File: src/rtl/uart_rx.sv
// UART receiver: oversampled 8N1-style frame recovery with a valid/ready byte output.
// Optional parity bit checking is compiled in with `define UART_RX_PARITY_EN.
module uart_rx #(
    parameter int DATA_BITS    = 8,
    parameter int OVERSAMPLING = 8
`ifdef UART_RX_PARITY_EN
    ,
    parameter bit ODD_PARITY   = 1'b0
`endif
) (
    input  logic                 clock,
    input  logic                 nreset,
    input  logic                 sample_tick,
    input  logic                 rx,
    input  logic                 rx_ready,
    output logic [DATA_BITS-1:0] rx_data,
    output logic                 rx_valid,
    output logic                 frame_error,
    output logic                 overrun,
    output logic                 busy,
`ifdef UART_RX_PARITY_EN
    output logic                 parity_error,
`endif
    output logic [2:0]           dbg_state
);

    localparam int TC_W = $clog2(OVERSAMPLING);
    localparam int BC_W = $clog2(DATA_BITS + 1);
    localparam logic [TC_W-1:0] TC_MID  = TC_W'(OVERSAMPLING / 2 - 1);
    localparam logic [TC_W-1:0] TC_LAST = TC_W'(OVERSAMPLING - 1);
    localparam logic [BC_W-1:0] BC_LAST = BC_W'(DATA_BITS - 1);

    typedef enum logic [2:0] {
        S_IDLE   = 3'd0,
        S_START  = 3'd1,
        S_DATA   = 3'd2,
        S_PARITY = 3'd3,
        S_STOP   = 3'd4
    } state_t;

    // Handshake: a byte is transferred on every clock where rx_valid && rx_ready.
    // rx_valid stays high until that transfer; rx_ready is don't-care while rx_valid is low.
    state_t                 r_state;
    logic                   r_sync1;
    logic                   r_rxs;
    logic [TC_W-1:0]        r_tc;
    logic [BC_W-1:0]        r_bc;
    logic [DATA_BITS-1:0]   r_shift;
    logic [DATA_BITS-1:0]   r_rx_data;
    logic                   r_rx_valid;
    logic                   r_frame_error;
    logic                   r_overrun;

    state_t                 w_state_next;
    logic [TC_W-1:0]        w_tc_next;
    logic [BC_W-1:0]        w_bc_next;
    logic [DATA_BITS-1:0]   w_shift_next;
    logic                   w_stop_sample;
    logic                   w_par_bad;
    logic                   w_good;
    logic                   w_load;

`ifdef UART_RX_PARITY_EN
    logic                   r_par_bit;
    logic                   w_par_bit_next;
    logic                   r_parity_error;
`endif

    always_comb begin
        w_state_next  = r_state;
        w_tc_next     = r_tc;
        w_bc_next     = r_bc;
        w_shift_next  = r_shift;
        w_stop_sample = 1'b0;
`ifdef UART_RX_PARITY_EN
        w_par_bit_next = r_par_bit;
`endif
        if (sample_tick) begin
            case (r_state)
                S_IDLE: begin
                    if (!r_rxs) begin
                        w_state_next = S_START;
                        w_tc_next    = '0;
                    end
                end
                S_START: begin
                    if (r_tc == TC_MID) begin
                        w_tc_next    = '0;
                        w_bc_next    = '0;
                        w_state_next = r_rxs ? S_IDLE : S_DATA;
                    end else begin
                        w_tc_next = r_tc + TC_W'(1);
                    end
                end
                S_DATA: begin
                    if (r_tc == TC_LAST) begin
                        // Shifting in from the top leaves the first (LSB) bit at index 0.
                        w_tc_next    = '0;
                        w_shift_next = {r_rxs, r_shift[DATA_BITS-1:1]};
                        w_bc_next    = r_bc + BC_W'(1);
                        if (r_bc == BC_LAST) begin
`ifdef UART_RX_PARITY_EN
                            w_state_next = S_PARITY;
`else
                            w_state_next = S_STOP;
`endif
                        end
                    end else begin
                        w_tc_next = r_tc + TC_W'(1);
                    end
                end
`ifdef UART_RX_PARITY_EN
                S_PARITY: begin
                    if (r_tc == TC_LAST) begin
                        w_tc_next      = '0;
                        w_par_bit_next = r_rxs;
                        w_state_next   = S_STOP;
                    end else begin
                        w_tc_next = r_tc + TC_W'(1);
                    end
                end
`endif
                S_STOP: begin
                    // Leave at mid stop bit so an immediately following start edge is caught.
                    if (r_tc == TC_LAST) begin
                        w_tc_next     = '0;
                        w_stop_sample = 1'b1;
                        w_state_next  = S_IDLE;
                    end else begin
                        w_tc_next = r_tc + TC_W'(1);
                    end
                end
                default: w_state_next = S_IDLE;
            endcase
        end
    end

`ifdef UART_RX_PARITY_EN
    assign w_par_bad = ((^r_shift) ^ r_par_bit) != ODD_PARITY;
`else
    assign w_par_bad = 1'b0;
`endif
    assign w_good = w_stop_sample && r_rxs && !w_par_bad;
    assign w_load = w_good && (!r_rx_valid || rx_ready);

    always_ff @(posedge clock) begin
        if (!nreset) begin
            r_state       <= S_IDLE;
            r_sync1       <= 1'b1;
            r_rxs         <= 1'b1;
            r_tc          <= '0;
            r_bc          <= '0;
            r_shift       <= '0;
            r_rx_data     <= '0;
            r_rx_valid    <= 1'b0;
            r_frame_error <= 1'b0;
            r_overrun     <= 1'b0;
`ifdef UART_RX_PARITY_EN
            r_par_bit      <= 1'b0;
            r_parity_error <= 1'b0;
`endif
        end else begin
            r_sync1       <= rx;
            r_rxs         <= r_sync1;
            r_state       <= w_state_next;
            r_tc          <= w_tc_next;
            r_bc          <= w_bc_next;
            r_shift       <= w_shift_next;
            r_frame_error <= w_stop_sample && !r_rxs;
            r_overrun     <= w_good && r_rx_valid && !rx_ready;
            if (w_load) begin
                r_rx_data  <= r_shift;
                r_rx_valid <= 1'b1;
            end else if (rx_ready) begin
                r_rx_valid <= 1'b0;
            end
`ifdef UART_RX_PARITY_EN
            r_par_bit      <= w_par_bit_next;
            r_parity_error <= w_stop_sample && r_rxs && w_par_bad;
`endif
        end
    end

    assign rx_data     = r_rx_data;
    assign rx_valid    = r_rx_valid;
    assign frame_error = r_frame_error;
    assign overrun     = r_overrun;
    assign busy        = (r_state != S_IDLE);
    assign dbg_state   = r_state;
`ifdef UART_RX_PARITY_EN
    assign parity_error = r_parity_error;
`endif

endmodule

File: config.mk
export PLATFORM = sky130hd
export DESIGN_NAME = uart_rx
export DESIGN_NICKNAME = d
export VERILOG_FILES = /design/src/rtl/uart_rx.sv
export SDC_FILE = /design/constraint.sdc
export NUM_CORES = 1
export LEC_CHECK = 0
export CORE_MARGIN = 10
export CORE_UTILIZATION = 50
export DETAILED_ROUTE_END_ITERATION = 10
export GPL_TIMING_DRIVEN = 0
export PLACE_DENSITY_LB_ADDON = 0.25
export RECOVER_POWER = 50
export SLEW_MARGIN = 20
export SYNTH_ARGS = -nofsm -noshare
export SYNTH_HDL_FRONTEND = slang
export SYNTH_SLANG_ARGS = --single-unit
File: constraint.sdc
create_clock -name clock -period 2.1 [get_ports clock]
set_input_delay 0.525 -clock clock [delete_from_list [all_inputs] [get_ports clock]]
set_output_delay 0.525 -clock clock [all_outputs]
set_load 0.01 [all_outputs]
After elaboration in Yosys (flattened, before gate mapping)
Index checks and enable logic that the tools add are counted.
Operators by class
  add/sub/neg operators: 2
  equal/unequal tests: 11
  muxes and demuxes: 19
  reduce and logical (&&, ||, !) cells: 19
Operators with widths (count)
  $mux W3: 8
  $pmux W3 S4: 1
  $ne A2 B2 Y1 const B: 5
  $pmux W3 S3: 1
  $mux W4: 2
  $pmux W4 S2: 1
  $eq A3 B2 Y1 const B: 2
  $eq A3 B3 Y1 const B: 2
  $reduce_and A3 Y1: 2
  $reduce_and A6 Y1: 1
  $reduce_bool A3 Y1: 2
  $logic_and A1 B1 Y1: 5
  $mux W1: 5
  $add A4 B1 Y4 const B: 1
  $eq A4 B3 Y1 const B: 1
  $reduce_and A4 Y1: 1
  $reduce_bool A2 Y1: 2
  $add A3 B1 Y3 const B: 1
  $eq A3 B1 Y1 const B: 1
  $logic_not A1 Y1: 3
  $logic_not A3 Y1: 1
  $mux W2: 1
  $reduce_or A2 Y1: 1
  $logic_or A1 B1 Y1: 1
Storage, ports and cells
  register bits after elaboration: 31
  bits of input ports: 5
  output and inout port bits: 15
  logic and storage cells: 61

Longest topological paths before layout
  depth in word-level cells: 7
  depth in mapped cells: 7
  gate-level depth less buffers: 6

Worst setup path before layout
No wires, ideal clock.
  path type: reg-to-reg
  start: reg r_tc[0]
  end: reg r_bc[1]
  data arrival time: 1.463 ns
  required time: 1.985 ns
  path slack: 0.523 ns
  cell stages (with the launch flop): 7
  clock period less this slack: 1.577 ns
  path through: dfxtp_1 > ha_1 > ha_1 > nand3b_1 > a211o_1 > and2_1 > o21a_1
Between the ends
  longest elaborated chain between the ends: 3
RTL lines
  from (decl): RTL line 46  | logic [TC_W-1:0] r_tc;
  from (signal assigned): RTL line 166  | r_tc <= w_tc_next;
  $eq A3 B3 Y1 / $eq A3 B2 Y1 (equally long branches): RTL line 96, 87
  $ne A2 B2 Y1 (no line)
  $reduce_and A4 Y1 (no line) *
  to (signal assigned): RTL line 167  | r_bc <= w_bc_next;
  to (decl): RTL line 47  | logic [BC_W-1:0] r_bc;
Every way passes the cells marked *; elsewhere a longest branch is shown, timed or not.
A chain may end at the register's enable or synchronous reset.

Final worst setup path
  start: reg r_state[2], in the netlist dbg_state[2]
  end: out busy
Between the ends
  longest elaborated chain between the ends: 1
RTL lines
  from (decl): RTL line 43  | state_t r_state;
  from (signal assigned): RTL line 165  | r_state <= w_state_next;
  $reduce_bool A3 Y1: RTL line 188  | assign busy = (r_state != S_IDLE);
  to (decl): RTL line 20  | output logic busy,
No other way between the ends.

==> results.tsv <==
stage	metric	value	unit
setup_path	cp.buffers_inverters	2	
setup_path	cp_max_fo	10	
logic_synthesis	synth_flop_cell	dfxtp_1	
global_routing	antenna_found_initial	0	
logic_synthesis	synth_cell_type_count	39	
global_routing	gr-total-overflow	0	
layout	synthToLayoutAreaGrowth	19.81	%
global_routing	grtUsageTotal	12.51	%
timing	finClkSkew	0.01092	ns
logic_synthesis	avgSynthCellArea	8.993	µm²
clocking	cts.sinks	31	
setup_path	required	1.57	ns
placement	dp_hpwl	2406	µm
floorplan	die_x	74.48	µm
clocking	ctsHoldBuffers	0	
layout	drive_gt1_share	10.53	%
route	via_per_inst	5.511	
logic_synthesis	ys_seq_area_share	41.82	%
placement	dp_slack	-0.05926	ns
global_routing	grt_pass1_wl	5402	µm
floorplan	die_y	74.48	µm
pwr	power-per-cell-area	589.2	mW/mm²
layout	multi_input_area	777.0	µm²
route	post_drt_wl_per_cell	14.40	µm
clocking	cts-root-buf	clkbuf_4	
clocking	cts_buffers	5	
layout	fin_nets	200	
hold_path	whs_path_depth	1	
timing	grt_setup_unrepaired	false	
setup_path	setup.worst_path.start_class	flip-flop	
layout	layout_common_cells	30 x dfxtp_1, 17 x nand2_1, 13 x o21ai_0	
floorplan	core_area	0.002805	mm²
route	drt_wl_total	3182	µm
setup_path	cp.arrival	1.44	ns
floorplan	ios	20	
floorplan	start_util	52.90	%
pwr	finalPower	1.048	mW
layout	final_common_cell	dfxtp_1	
timing	tns	0	ns
pwr	leakagePower	0.6441	nW
layout	final_util	63.38	%
status	status	finished clean	
flow_run	drv_cap	0	
clocking	cts.path.max_buffers	2	
timing	worstMarginPinSlew	0.4820	ns
timing	drv_slew	0	
setup_path	worstSetupEndpointType	primary output	
clocking	htree_levels	2	
logic_synthesis	synthCells	165	
logic_synthesis	synth.net_count	176	
floorplan	rows	19	
logic_synthesis	yosys_warnings	0	
setup_path	worst_path_max_delay_cell	dfxtp_4	
layout	regArea	624.3	µm²
logic_synthesis	synth_edf_count	0	
pwr	ir_worst_vdd	0.4260	mV
route	drc	0	
timing	slew_headroom	67.41	%
timing	layout_setup_ws	0.1351	ns
clocking	clk_latency	0.34	ns
setup_path	critPathTopFamily	buffers and inverters	
logic_synthesis	async_reset_ff_share	0	%
global_routing	grt_pass1_vias	1227	
placement	io_buffer_count	19	
setup_path	critPathKind	reg -> out	
timing	hold_viol	0	
timing	fmax	0.5089	GHz
timing	finalSetupViolations	0	
layout	diodes	0	
logic_synthesis	ys_ff_latch	31	
route	first_pass_iters	4	
setup_path	cp_cell_sequence	clkbuf_4 -> nor2_2 -> nand2_1 -> dlygate4sd2_1	
route	ant_nets	0	
placement	gp_congestion	0.8014	
timing	period_share	93.57	%
floorplan	die_area	0.005547	mm²
clocking	cts.clk_slew.worst_paths	0.10	ns
clocking	cts_tree	done	
timing	fin_crit	1.965	ns
layout	fill_cells	246	
setup_path	cp.depth	4	
setup_path	reg2regPathDepth	6	
route	first_iter_violations	120	
logic_synthesis	syn_area	0.001484	mm²
setup_path	cpPeakStageDelay	0.38	ns
clocking	post_cts_buffers	0	
timing	holdWs	0.4337	ns
hold_path	hp-class	reg -> reg	
route	vias	1218	
global_routing	grt_max_degree	19	
==> per-stage QoR <==
step,cell area [µm²],std cells
2_1_floorplan,1484,165
3_3_place_gp,1713,215
3_5_place_dp,1713,215
4_1_cts,1784,221
5_1_grt,1778,221
6_report,1778,221
==> synth_stat cells, types with 2 or more instances <==
cell type,number,share of area [%]
mux2i_1,8,5.4
o21a_1,2,1.0
inv_1,6,1.5
o211ai_1,2,1.0
dfxtp_1,31,42
o221a_2,3,2.3
a211oi_1,2,1.0
nand3_1,11,3.7
nor2b_1,10,4.2
o21ai_0,13,4.4
nand2_1,17,4.3
nor2_1,6,1.5
a21boi_0,3,1.5
buf_2,4,1.3
clkbuf_1,5,1.3
a21oi_1,3,1.0
buf_6,2,1.5
nand2b_1,5,2.1
nand3b_1,2,1.0
nor3_1,4,1.3
ha_1,6,5.1
nor4_1,2,0.84
and3_1,2,0.84
==> layout make-up <==
| class | instances | share of cell area (%) |
|---|---|---|
| Timing Repair Buffer | 19 | 10.63 |
| Buffer | 9 | 3.237 |
| Multi-Input combinational cell | 117 | 43.70 |
| Inverter | 6 | 1.267 |
| Clock buffer | 8 | 3.871 |
| Tap cell | 31 | 2.182 |
| Sequential cell | 31 | 35.12 |
==> path summary, 6_finish.rpt <==
| kind | slack (ns) | start | to |
|---|---|---|---|
| setup / recovery | 0.14 | dbg_state[2]$_SDFFE_PN0P_ | busy |
| hold / removal | 0.43 | r_sync1$_SDFF_PN1_ | r_rxs$_SDFF_PN1_ |
| hold reg to reg | 0.43 | r_sync1$_SDFF_PN1_ | r_rxs$_SDFF_PN1_ |
| setup reg to reg | 0.29 | dbg_state[1]$_SDFFE_PN0P_ | r_shift[5]$_SDFFE_PN0P_ |
==> kinds of logic after synthesis <==
logic type | Yosys count | share of synthesized area, %
flip-flops | 31 | 41.82
buffers and inverters | 17 | 5.649
AND/OR/NAND/NOR | 69 | 26.31
XOR/XNOR | 1 | 0.5903
adder cells (fa/ha/maj) | 7 | 5.733
AO/OA/AOI/OAI | 32 | 14.50
multiplexers | 8 | 5.397
==> sequential cells by signal, summed over array words and instances, names as in the netlist <==
signal / flops
dbg_state: 3
r_sync1: 1
overrun: 1
r_bc: 4
r_rxs: 1
rx_valid: 1
frame_error: 1
r_tc: 3
r_shift: 8
rx_data: 8
==> per-layer routing <==
layer / track usage [%] / wire (µm) / vias to the layer above
li1: - / - / 630
met1: 13.47 / 1451 / 556
met2: 21.23 / 1513 / 27
met3: 4.787 / 161 / 5
met4: 5.882 / 56 / 0
met5: 0 / 0 / -
==> repair_timing <==
item	CTS	global route
gates resized for setup	7	0
hold endpoints to repair	0	0
setup endpoints to repair	1	0
==> power by group <==
group | leakage (nW) | switching [mW] | internal (mW)
clock | 0.0386 | 0.206 | 0.197
combinational | 0.355 | 0.0294 | 0.0224
sequential | 0.251 | 0.00271 | 0.590
total | 0.644 | 0.239 | 0.809
(Power assumes the default switching activity.)
